<file path="src/rtl/pb_event_decoder.sv">
// Push-button event decoder: synchronizes, debounces and classifies PB_SW into press/release/long pulses.
// Optional auto-repeat while held long is enabled by defining PB_AUTOREPEAT_EN.
module pb_event_decoder #(
  parameter int DEBOUNCE_CYCLES   = 1000,
  parameter int LONG_PRESS_CYCLES = 50000,
  parameter int REPEAT_CYCLES     = 10000,
  parameter int CNT_W             = 16,
  parameter int LED_W             = 8
) (
  input  logic             CLK,
  input  logic             DEVRST_N,
  input  logic             PB_SW,
  output logic             pb_level,
  output logic             press_pulse,
  output logic             release_pulse,
  output logic             long_pulse,
  output logic [LED_W-1:0] press_count,
  output logic [LED_W-1:0] LED
);

  typedef enum logic [2:0] {
    IDLE,
    PRESS_WAIT,
    PRESSED,
    LONG_HELD,
    RELEASE_WAIT
  } state_t;

  localparam logic [CNT_W-1:0] DEB_LAST  = CNT_W'(DEBOUNCE_CYCLES - 1);
  localparam logic [CNT_W-1:0] LONG_LAST = CNT_W'(LONG_PRESS_CYCLES - 1);
`ifdef PB_AUTOREPEAT_EN
  localparam logic [CNT_W-1:0] REP_LAST  = CNT_W'(REPEAT_CYCLES - 1);
`endif

  // Reject configurations the shared counter cannot time.
  if (DEBOUNCE_CYCLES < 2 || DEBOUNCE_CYCLES >= (1 << CNT_W) ||
      LONG_PRESS_CYCLES < 1 || LONG_PRESS_CYCLES >= (1 << CNT_W) ||
      REPEAT_CYCLES < 1 || REPEAT_CYCLES >= (1 << CNT_W)) begin : g_bad_param
    $error("pb_event_decoder: cycle parameter out of range for CNT_W");
  end

  logic             s1;
  logic             s2;
  state_t           state;
  logic [CNT_W-1:0] cnt;
  logic             long_flag;

  // Two-flop synchronizer; idles high because the button is active-low.
  always_ff @(posedge CLK or negedge DEVRST_N) begin
    if (!DEVRST_N) begin
      s1 <= 1'b1;
      s2 <= 1'b1;
    end else begin
      s1 <= PB_SW;
      s2 <= s1;
    end
  end

  always_ff @(posedge CLK or negedge DEVRST_N) begin
    if (!DEVRST_N) begin
      state         <= IDLE;
      cnt           <= '0;
      long_flag     <= 1'b0;
      pb_level      <= 1'b0;
      press_pulse   <= 1'b0;
      release_pulse <= 1'b0;
      long_pulse    <= 1'b0;
      press_count   <= '0;
      LED           <= '1;
    end else begin
      // NOTE: pulses default low here and are raised only by the transition that owns them,
      // so each lasts exactly one cycle; the later assignment in this block wins.
      press_pulse   <= 1'b0;
      release_pulse <= 1'b0;
      long_pulse    <= 1'b0;
      LED           <= ~press_count;

      case (state)
        IDLE: begin
          if (!s2) begin
            state <= PRESS_WAIT;
            cnt   <= CNT_W'(1);
          end
        end

        PRESS_WAIT: begin
          if (s2) begin
            state <= IDLE;
            cnt   <= '0;
          end else if (cnt == DEB_LAST) begin
            state       <= PRESSED;
            cnt         <= '0;
            pb_level    <= 1'b1;
            press_pulse <= 1'b1;
            press_count <= press_count + 1'b1;
          end else begin
            cnt <= cnt + 1'b1;
          end
        end

        PRESSED: begin
          if (s2) begin
            state     <= RELEASE_WAIT;
            cnt       <= CNT_W'(1);
            long_flag <= 1'b0;
          end else if (cnt == LONG_LAST) begin
            state      <= LONG_HELD;
            cnt        <= '0;
            long_pulse <= 1'b1;
          end else begin
            cnt <= cnt + 1'b1;
          end
        end

        LONG_HELD: begin
          if (s2) begin
            state     <= RELEASE_WAIT;
            cnt       <= CNT_W'(1);
            long_flag <= 1'b1;
`ifdef PB_AUTOREPEAT_EN
          end else if (cnt == REP_LAST) begin
            cnt         <= '0;
            press_pulse <= 1'b1;
            press_count <= press_count + 1'b1;
          end else begin
            cnt <= cnt + 1'b1;
          end
`else
          end else begin
            cnt <= '0;
          end
`endif
        end

        // pb_level stays high here: a release is not accepted until it has debounced.
        RELEASE_WAIT: begin
          if (!s2) begin
            state <= long_flag ? LONG_HELD : PRESSED;
            cnt   <= '0;
          end else if (cnt == DEB_LAST) begin
            state         <= IDLE;
            cnt           <= '0;
            pb_level      <= 1'b0;
            release_pulse <= 1'b1;
          end else begin
            cnt <= cnt + 1'b1;
          end
        end

        default: begin
          state <= IDLE;
          cnt   <= '0;
        end
      endcase
    end
  end

endmodule

</file>
<file path="config.mk">
export PLATFORM = sky130hd
export DESIGN_NAME = pb_event_decoder
export DESIGN_NICKNAME = d
export VERILOG_FILES = /design/src/rtl/pb_event_decoder.sv
export SDC_FILE = /design/constraint.sdc
export NUM_CORES = 1
export LEC_CHECK = 0
export BUFFER_PORTS_ARGS = -buffer_cell sky130_fd_sc_hd__buf_2
export CORE_ASPECT_RATIO = 0.6
export CORE_UTILIZATION = 35
export DETAILED_ROUTE_END_ITERATION = 7
export PLACE_DENSITY_LB_ADDON = 0.2
export SETUP_SLACK_MARGIN = 0.05
export SYNTH_ARGS = -nofsm -noshare
export SYNTH_HDL_FRONTEND = slang
export SYNTH_SLANG_ARGS = --single-unit
</file>
<file path="constraint.sdc">
create_clock -name CLK -period 3.39 [get_ports CLK]
set_input_delay 0.339 -clock CLK [delete_from_list [all_inputs] [get_ports CLK]]
set_output_delay 0.339 -clock CLK [all_outputs]
set_load 0.005 [all_outputs]
</file>
==> impl_metrics.ini <==
[synthesis]
avgSynthCellArea_sq_um = 10.7
syn_area_sq_um = 2020
async_flop_share = 1.00
synthTopCellsByCount = dfrtp_1 (32), nand2_1 (15), inv_1 (14)
synth.largest_area_cell = dfrtp_1
seq_area_frac_synth = 0.527
yosysMostFrequentCell = dfrtp_1
synth_top_area_share = 0.397
synthTopCellsByArea = dfrtp_1 (40%), dfstp_2 (13%), xnor2_1 (3.9%)
synthCells = 188
synth_fp_nets = 193
ys_types = 43
synth-seq-cells = 42
yosys_warnings = 0
synth_edf_count = 0
synth_ff_type = dfrtp_1

[power_and_ir_drop]
pwr-share-clk = 0.358
leakagePower_nw = 0.973
p_int_uw = 665
vdd_drop_max_mv = 0.162
p_sw_uw = 208
swShare = 0.238
combPwrFrac = 0.050
seq_power_share = 0.592
power-per-cell-area_nw_per_um2 = 385

[die]
fp.dieW_um = 100
initial_core_util = 0.363
die-area_sq_um = 6090
io_pins = 23
num_rows = 21
core_area_sq_um = 5570
die_y_um = 60.8

[drt]
ant_nets = 0
drt_iter0_markers = 87
viasPerCell = 4.96
drt_wl_total_mm = 3.90
drc_errors = 1
vias = 1438
detail_route.wl_per_cell_um = 13.4
first_pass_iters = 6

[placement]
routabilityCongestion = 0.773
portBuffers = 22
dp_hpwl_mm = 2.66
placedCellCount = 282

[setup_path]
crit_arrival_ns = 2.23
reg2reg_from = cnt[0]
r2r_slack_ns = 1.35
r2r_cells = 6
rr_endpoint = press_count[7]
path_class = register to register
path_max_fanout = 9
crit_start = cnt[0]
cp-end-kind = register
startpoint_type = register
cp.required_ns = 3.58
crit_end = press_count[7]

[cts]
clock_path_buffers = 2
holdBufCountCts = 0
cts_buffers = 5
post_cts_buffers = 0
clk_pin_slew_ns = 0.08
clkLatencyLatePin_ns = 0.29
clock-sinks = 42
cts_tree = done
cts_root_buffer = clkbuf_8
cts_resized = 0
htree_num_levels = 2

[global_routing]
grt_pass1_vias = 1362
grt_first_pass_wirelength_mm = 6.72
grt_remaining_overflow = 0
grt_max_degree = 43
grtUsageTotal = 0.150
antenna_found_initial = 0

[run]
cap_violations = 0

[sta]
final.min_clock_period_ns = 2.04
finClkSkew_ns = 0.00430
fmax_mhz = 489
fin_setup_tns_ns = 0
hold_viol = 0
finalCritPeriodShare = 0.603
relSlewSlack = 0.389
worst_pin_slew_ns = 0.916
slew_viol_final = 0
grt_setup_unrepaired = false
setup-violations-final = 0

[hold_path]
hold_class = input pin to register

[outcome]
violations = DRC
status = finished with violations

[layout]
diodes = 0
drive_above_1_share = 0.224
fillCellCount = 577
nets = 214
areaGrowthSynthToFinish_pct = 12.2
final_cells = 290
-- power groups by stage --
stage,clock [mW],combinational [mW],sequential (mW)
after floorplan,0,0.0334,0.521
after global placement,0,0.0452,0.526
after detailed placement,0,0.0442,0.526
after CTS,0.328,0.0445,0.517
after global routing,0.347,0.0505,0.518
final,0.312,0.0433,0.517
-- metrics by stage --
| stage | cell area [sq um] | total power, mW | setup slack [ns] | hold WS (ns) | utilization |
|---|---|---|---|---|---|
| final | 2270 | 0.872 | 1.35 | 0.139 | 0.407 |
| after global routing | 2270 | 0.916 | 1.17 | 0.119 | 0.407 |
| after CTS | 2270 | 0.890 | 1.35 | 0.126 | 0.407 |
| after detailed placement | 2180 | 0.571 | 1.36 | 0.348 | 0.392 |
| after global placement | 2180 | 0.571 | 1.40 | 0.345 | 0.392 |
| after floorplan | 2020 | 0.555 | 1.63 | 0.0434 | - |
-- layout make-up --
cell class | count | area, sq um | area share
Timing Repair Buffer | 22 | 110 | 0.0486
Sequential cell | 42 | 1060 | 0.469
Clock inverter | 2 | 10.0 | 0.00442
Multi-Input combinational cell | 124 | 857 | 0.378
Tap cell | 80 | 100 | 0.0442
Inverter | 14 | 52.6 | 0.0232
Clock buffer | 6 | 72.6 | 0.0320
-- logic make-up (layout without fill, tap and decap cells) --
family / after synthesis / in the layout / share of synthesized area
compound gates: 38 / 38 / 0.136
fa+ha+maj: 2 / 2 / 0.0124
buf+inv: 22 / 44 / 0.0489
xor+xnor: 11 / 11 / 0.0477
simple gates: 72 / 72 / 0.223
flops: 42 / 42 / 0.527
mux: 1 / 1 / 0.00558
-- how the worst min path moves through the flow --
stage | from | end | slack [ns] | cells after the start
after floorplan | DEVRST_N | cnt[0] | 0.04 | 0
after global placement | s1 | s2 | 0.35 | 0
after detailed placement | s1 | s2 | 0.35 | 0
after CTS | PB_SW | s1 | 0.13 | 1
after global routing | PB_SW | s1 | 0.12 | 1
final | PB_SW | s1 | 0.14 | 1
-- metal layers --
layer,vias to the layer above,wire length (um),track usage
met5,-,0,0
met3,5,176,0.0449
met4,0,34,0.0600
met1,670,2190,0.230
li1,727,-,-
met2,36,1490,0.193
-- placed cells by master (no fill, tap or decap), drive strengths merged, types with 2 or more instances in the layout --
master  netlist  final
a211oi        2      2
a21o          2      2
a21oi         8      8
a22o          8      8
a31oi         7      7
and3          6      6
and4          3      3
buf           3     22
clkbuf        5      6
clkinv        0      2
dfrtp        32     32
dfstp        10     10
ha            2      2
inv          14     14
nand2        15     15
nand2b        2      2
nand3         9      9
nand3b        3      3
nand4         9      9
nor2          6      6
nor3          8      8
nor4          3      3
nor4bb        2      2
o21ai         5      5
o41ai         2      2
xnor2         9      9
xor2          2      2
-- worst max-delay path, cell delays in order, from the launching register on --
cell and delay [ns]:
dfrtp_1 0.41, ha_1 0.28, and4bb_2 0.29, nand4_4 0.19, nor3_4 0.42, nand4_1 0.20, xnor2_1 0.16
-- state kept, by name (all words and copies together) (netlist names) --
| register | flops |
|---|---|
| press_pulse | 1 |
| release_pulse | 1 |
| press_count | 8 |
| pb_level | 1 |
| long_flag | 1 |
| cnt | 16 |
| long_pulse | 1 |
| state | 3 |
| s2 | 1 |
| LED | 8 |
| s1 | 1 |
Note: power is estimated with default switching activity, not from simulation.
